==> config.mk <==
export PLATFORM = sky130hd
export DESIGN_NAME = ex_mul_seq
export DESIGN_NICKNAME = d
export VERILOG_FILES = /design/src/rtl/ex_mul_seq_pkg.sv /design/src/rtl/ex_mul_seq_step.sv /design/src/rtl/ex_mul_seq.sv
export SDC_FILE = /design/constraint.sdc
export NUM_CORES = 1
export LEC_CHECK = 0
export CORE_ASPECT_RATIO = 1.5
export CORE_UTILIZATION = 59
export DETAILED_ROUTE_END_ITERATION = 8
export DONT_BUFFER_PORTS = 1
export PLACE_DENSITY = 0.86
export SLEW_MARGIN = 30
export SYNTH_ARGS = -nofsm -noshare
export SYNTH_HDL_FRONTEND = slang
export SYNTH_HIERARCHICAL = 1
export SYNTH_SLANG_ARGS = --single-unit
export TNS_END_PERCENT = 1
==> constraint.sdc <==
create_clock -name clk_i -period 2.6 [get_ports clk_i]
set_input_delay 0.78 -clock clk_i [delete_from_list [all_inputs] [get_ports clk_i]]
set_output_delay 0.78 -clock clk_i [all_outputs]
set_load 0.005 [all_outputs]
==> src/rtl/ex_mul_seq_pkg.sv <==
`default_nettype none
// ============================================================================
// Module   : ex_mul_seq_pkg
// Brief    : ALU opcode, sequencer state encoding and sizing helper for the
//            EX-stage multiply sequencer.
// Revision : 1.0
// ============================================================================
package ex_mul_seq_pkg;

  // This encoding is shared with ALU control; keep the two in sync.
  localparam logic [3:0] ALUOP_MUL_S = 4'b1011;

  typedef enum logic [1:0] {
    MULSEQ_IDLE = 2'd0,
    MULSEQ_BUSY = 2'd1,
    MULSEQ_DONE = 2'd2
  } mulseq_state_e;

  // Iteration counter width; a single-iteration loop still needs one bit.
  function automatic int unsigned cnt_width(input int unsigned n);
    return (n > 1) ? $clog2(n) : 1;
  endfunction

endpackage : ex_mul_seq_pkg
`default_nettype wire

==> src/rtl/ex_mul_seq_step.sv <==
`default_nettype none
// ============================================================================
// Module   : mul_step
// Brief    : One shift-add iteration: acc + mcand * mplier slice, mod 2^WIDTH.
// Revision : 1.0
// ============================================================================
module mul_step
  import ex_mul_seq_pkg::*;
#(
  parameter int unsigned WIDTH = 32,
  parameter int unsigned BITS  = 1
) (
  input  logic [WIDTH-1:0] acc_i,
  input  logic [WIDTH-1:0] mcand_i,
  input  logic [BITS-1:0]  mplier_i,
  output logic [WIDTH-1:0] acc_o
);

  generate
    if (BITS == 1) begin : g_radix2
      assign acc_o = mplier_i[0] ? (acc_i + mcand_i) : acc_i;
    end else begin : g_radix_wide
      logic [WIDTH-1:0] pp;
      // Only the low WIDTH bits of the partial product can reach the result.
      assign pp    = mcand_i * WIDTH'(mplier_i);
      assign acc_o = acc_i + pp;
    end
  endgenerate

endmodule : mul_step
`default_nettype wire

==> src/rtl/ex_mul_seq.sv <==
`default_nettype none
// ============================================================================
// Module   : ex_mul_seq
// Brief    : Multi-cycle radix-2^BITS shift-add multiplier for the EX stage.
//            Optional MUL_EARLY_TERM_EN ends the loop once the multiplier is 0.
// Revision : 1.0
// ============================================================================
module ex_mul_seq
  import ex_mul_seq_pkg::*;
#(
  parameter int unsigned WIDTH = 32,
  parameter int unsigned BITS  = 1
) (
  input  logic             clk_i,
  input  logic             rst_ni,
  input  logic             ex_valid_i,
  input  logic [3:0]       aluop_i,
  input  logic [WIDTH-1:0] op_a_i,
  input  logic [WIDTH-1:0] op_b_i,
  input  logic             flush_i,
  input  logic             ex_hold_i,
  output logic             mul_stall_o,
  output logic [WIDTH-1:0] mul_res_o,
  output logic             mul_res_valid_o,
  output logic             mul_busy_o
);

  localparam int unsigned      N        = WIDTH / BITS;
  localparam int unsigned      CNT_W    = cnt_width(N);
  localparam logic [CNT_W-1:0] CNT_LAST = CNT_W'(N - 1);
  localparam logic [CNT_W-1:0] CNT_ONE  = CNT_W'(1);

  mulseq_state_e    state_q, state_d;
  logic [WIDTH-1:0] acc_q, acc_d;
  logic [WIDTH-1:0] mcand_q, mcand_d;
  logic [WIDTH-1:0] mplier_q, mplier_d;
  logic [CNT_W-1:0] cnt_q, cnt_d;

  logic [WIDTH-1:0] step_acc;
  logic [WIDTH-1:0] mcand_shift;
  logic [WIDTH-1:0] mplier_shift;
  logic             start;
  logic             last_iter;

  assign start = ex_valid_i && (aluop_i == ALUOP_MUL_S) && !flush_i
                 && (state_q == MULSEQ_IDLE);

  assign mcand_shift  = mcand_q << BITS;
  assign mplier_shift = mplier_q >> BITS;

  mul_step #(
    .WIDTH (WIDTH),
    .BITS  (BITS)
  ) u_step (
    .acc_i    (acc_q),
    .mcand_i  (mcand_q),
    .mplier_i (mplier_q[BITS-1:0]),
    .acc_o    (step_acc)
  );

`ifdef MUL_EARLY_TERM_EN
  // Nothing left to add once the shifted multiplier is empty.
  assign last_iter = (mplier_shift == '0) || (cnt_q == CNT_LAST);
`else
  assign last_iter = (cnt_q == CNT_LAST);
`endif

  always_comb begin
    state_d         = state_q;
    acc_d           = acc_q;
    mcand_d         = mcand_q;
    mplier_d        = mplier_q;
    cnt_d           = cnt_q;
    mul_stall_o     = 1'b0;
    mul_res_valid_o = 1'b0;

    if (flush_i) begin
      state_d = MULSEQ_IDLE;
    end else begin
      case (state_q)
        MULSEQ_IDLE: begin
          if (start) begin
            state_d     = MULSEQ_BUSY;
            acc_d       = '0;
            mcand_d     = op_a_i;
            mplier_d    = op_b_i;
            cnt_d       = '0;
            mul_stall_o = 1'b1;
          end
        end
        MULSEQ_BUSY: begin
          acc_d       = step_acc;
          mcand_d     = mcand_shift;
          mplier_d    = mplier_shift;
          cnt_d       = cnt_q + CNT_ONE;
          mul_stall_o = 1'b1;
          if (last_iter) begin
            state_d = MULSEQ_DONE;
          end
        end
        MULSEQ_DONE: begin
          // The MUL is still sitting in ID/EX here, so no relaunch is possible.
          mul_res_valid_o = 1'b1;
          if (!ex_hold_i) begin
            state_d = MULSEQ_IDLE;
          end
        end
        default: begin
          state_d = MULSEQ_IDLE;
        end
      endcase
    end
  end

  always_ff @(posedge clk_i or negedge rst_ni) begin
    if (!rst_ni) begin
      state_q  <= MULSEQ_IDLE;
      acc_q    <= '0;
      mcand_q  <= '0;
      mplier_q <= '0;
      cnt_q    <= '0;
    end else begin
      state_q  <= state_d;
      acc_q    <= acc_d;
      mcand_q  <= mcand_d;
      mplier_q <= mplier_d;
      cnt_q    <= cnt_d;
    end
  end

  assign mul_res_o  = acc_q;
  assign mul_busy_o = (state_q != MULSEQ_IDLE);

endmodule : ex_mul_seq
`default_nettype wire

==> metrics <==
result of the run finished with violations; violated checks setup timing; cell row count 49; FMAX around 360 MHz; Cell Area, Synth ~0.0073 sq mm; dpl cells 873; Die Ht 138 um; antenna violations before repair 0; pwr dens 829 mW/mm^2; Num Clock Sinks just over 100; Yosys top cell by area dfrtp_1; Tot GR Track Use a little under a third; slew at the pin with the worst max-slew slack 0.545 ns; Final Worst Setup Slack -0.201 ns; layout cell share with drive strength beyond 1 43.2%; Clock Path Buffers 2; cts bufs inserted 9; RD Place Congestion 0.954; fin crit share 108%; Clock Skews ~0.0073 ns; most frequent cells in the layout 126 x buf_4, 103 x dfrtp_1, 88 x mux2_2, 58 x mux2_4, 39 x a21oi_1; Synth Flop Type dfrtp_1; Seq/Total Area, Yosys 35.5%; Syn Inst Count roughly 640; Routed Antenna Nets 0; # DRC 0; most common cell after layout, fill and taps aside buf_4; Avg WL per Cell ~22 um; DRT Wirelength just under 20 mm; Syn-to-layout area delta 17.4%; Hold/Removal Path Class input port to asynchronous set/reset pin; critical path startpoint category flop; CTS tree yes; WHS 0.121 ns; leakage power 3.98 nW; Skew-Pair Late Insertion Delay about 0.35 ns; effective utilization at floorplan between 60% and 70%; Crit Path Category flop to flop; PortBufs 0; crit path DAT approximately 3.0 ns; vias 5728; asr flop ratio synth 100%; FF+latch count, synth 103; CTS clk-pin slew, worst paths 0.07 ns; Synth Area per Inst 11.4 sq um; vias in the first global route 6184; Worst Path Required 2.83 ns; vias per cell 6.39; Syn. warnings 6; Netlist cell types 70; antenna cells 0; core area 0.0120 sq mm; IO Count 108; total power 7.06 mW; max-slew violations 0; Pre-antenna DRT Iters 7; Setup-failing EPs final 13; htree depth 3; Max Cap Viol 0; Final Non-Filler Cells 896; worst vdd ir 432 uV; net count after synthesis between 700 and 800; largest net degree at the start of global routing around 100; Final HPWL DP ~14 mm; top-area cell type share of the netlist area 35.5%; cts hold-fix bufs 0; full die area 0.0128 sq mm; CP endpoint kind flop; EDFF count, synth 0; Area contributors post-synth dfrtp_1 36%, mux2_2 14%, mux2_4 12%; Tmin final 2.80 ns; total grt overflow 0; maximum fanout along the worst path 5; final hold violations 0; max_slew headroom 63.7%; unrepaired setup endpoints after global routing yes; first-pass GRT wire length 30.6 mm; DP Worst Slack -0.251 ns; Die Width 92.6 um; violation count after the first detailed-route iteration 317; NumNets Final 845; Root Driver clkbuf_16
==> critical path, cell delays in order (launching register included) <==
cell	delay (ns)
dfrtp_1	0.42
ha_4	0.33
and4_1	0.25
and4b_1	0.24
o311ai_2	0.13
nand4_1	0.15
or3b_1	0.39
o211a_1	0.14
or4_1	0.40
a22o_1	0.24
==> synthesized netlist by cell type, drive strengths merged (2+ instances only) <==
cell,instances
a211o,2
a211oi,5
a21o,7
a21oi,45
a22o,37
a31oi,6
a41oi,2
and3,9
and4,2
buf,29
clkbuf,10
dfrtp,103
ha,33
inv,10
mux2,148
nand2,29
nand2b,6
nand3,10
nand3b,3
nand4,7
nand4b,2
nor2,23
nor2b,10
nor3,8
nor3b,2
nor4b,2
o2111ai,2
o211a,2
o211ai,2
o21ai,25
o21bai,4
o221ai,2
o31ai,2
or2,3
or3,3
or3b,2
or4,2
xnor2,15
xor2,9
==> where the power goes <==
group / internal, mW / switching [mW]
combinational: 1.86 / 1.54
sequential: 2.01 / 0.318
clock: 0.688 / 0.638
total: 4.56 / 2.50
==> registers in the layout (all words and copies together), names as in the netlist <==
signal     count
mplier_q      32
state_q        2
cnt_q          5
mcand_q       32
mul_res_o     32
==> cells by family after synthesis <==
logic type	Yosys count	synth area share, %
adder cells (fa/ha/maj)	34	5.96
buffers and inverters	49	5.36
AND/OR/NAND/NOR	128	9.95
flip-flops	103	35.5
XOR/XNOR	24	2.90
AO/OA/AOI/OAI	152	14.4
multiplexers	148	26.0
==> per-stage QoR <==
step                      area, sq um  TNS [ns]  util (%)
after floorplan                  7300   -0.0185         -
after global placement           8070    -0.590      67.2
after detailed placement         8070     -1.47      67.2
after CTS                        8460    -0.743      70.4
after global routing             8520     -2.84      70.9
final                            8520     -1.08      70.9
==> per-layer routing <==
metal  GRT usage [%]  routed length, um
met2            56.9              10100
met3            6.84                945
met1            33.3               7340
met5               0                  0
met4            15.4                913
==> worst paths after layout <==
path	startpoint	endpoint	slack [ns]	cells past startpoint
setup / recovery	mul_res_o[10]	mul_res_o[31]	-0.20	9
hold / removal	rst_ni	mplier_q[3]	0.12	0
setup reg to reg	mul_res_o[10]	mul_res_o[31]	-0.20	9
hold reg to reg	mplier_q[9]	mplier_q[9]	0.52	1
max in group asynchronous	rst_ni	mul_res_o[21]	2.25	0
min in group clk_i	flush_i	state_q[0]	0.49	1
==> cell type report <==
| type | instances | area, sq um |
|---|---|---|
| tap | 153 | 191 |
| inverter | 10 | 45.0 |
| multi-input combinational | 486 | 4440 |
| clock buffer | 11 | 243 |
| clock inverter | 5 | 38.8 |
| sequential | 103 | 2580 |
| timing repair buffer | 128 | 986 |
| fill | 876 | 3500 |
==> repair_timing <==
action                                  in CTS  in global routing
buffers inserted                             4                  3
endpoints found under the setup margin      14                 19
endpoints found under the hold margin        0                  0
pin swaps                                    6                  4
resized for setup                           15                  7
Note: power is estimated with default switching activity, not from simulation.
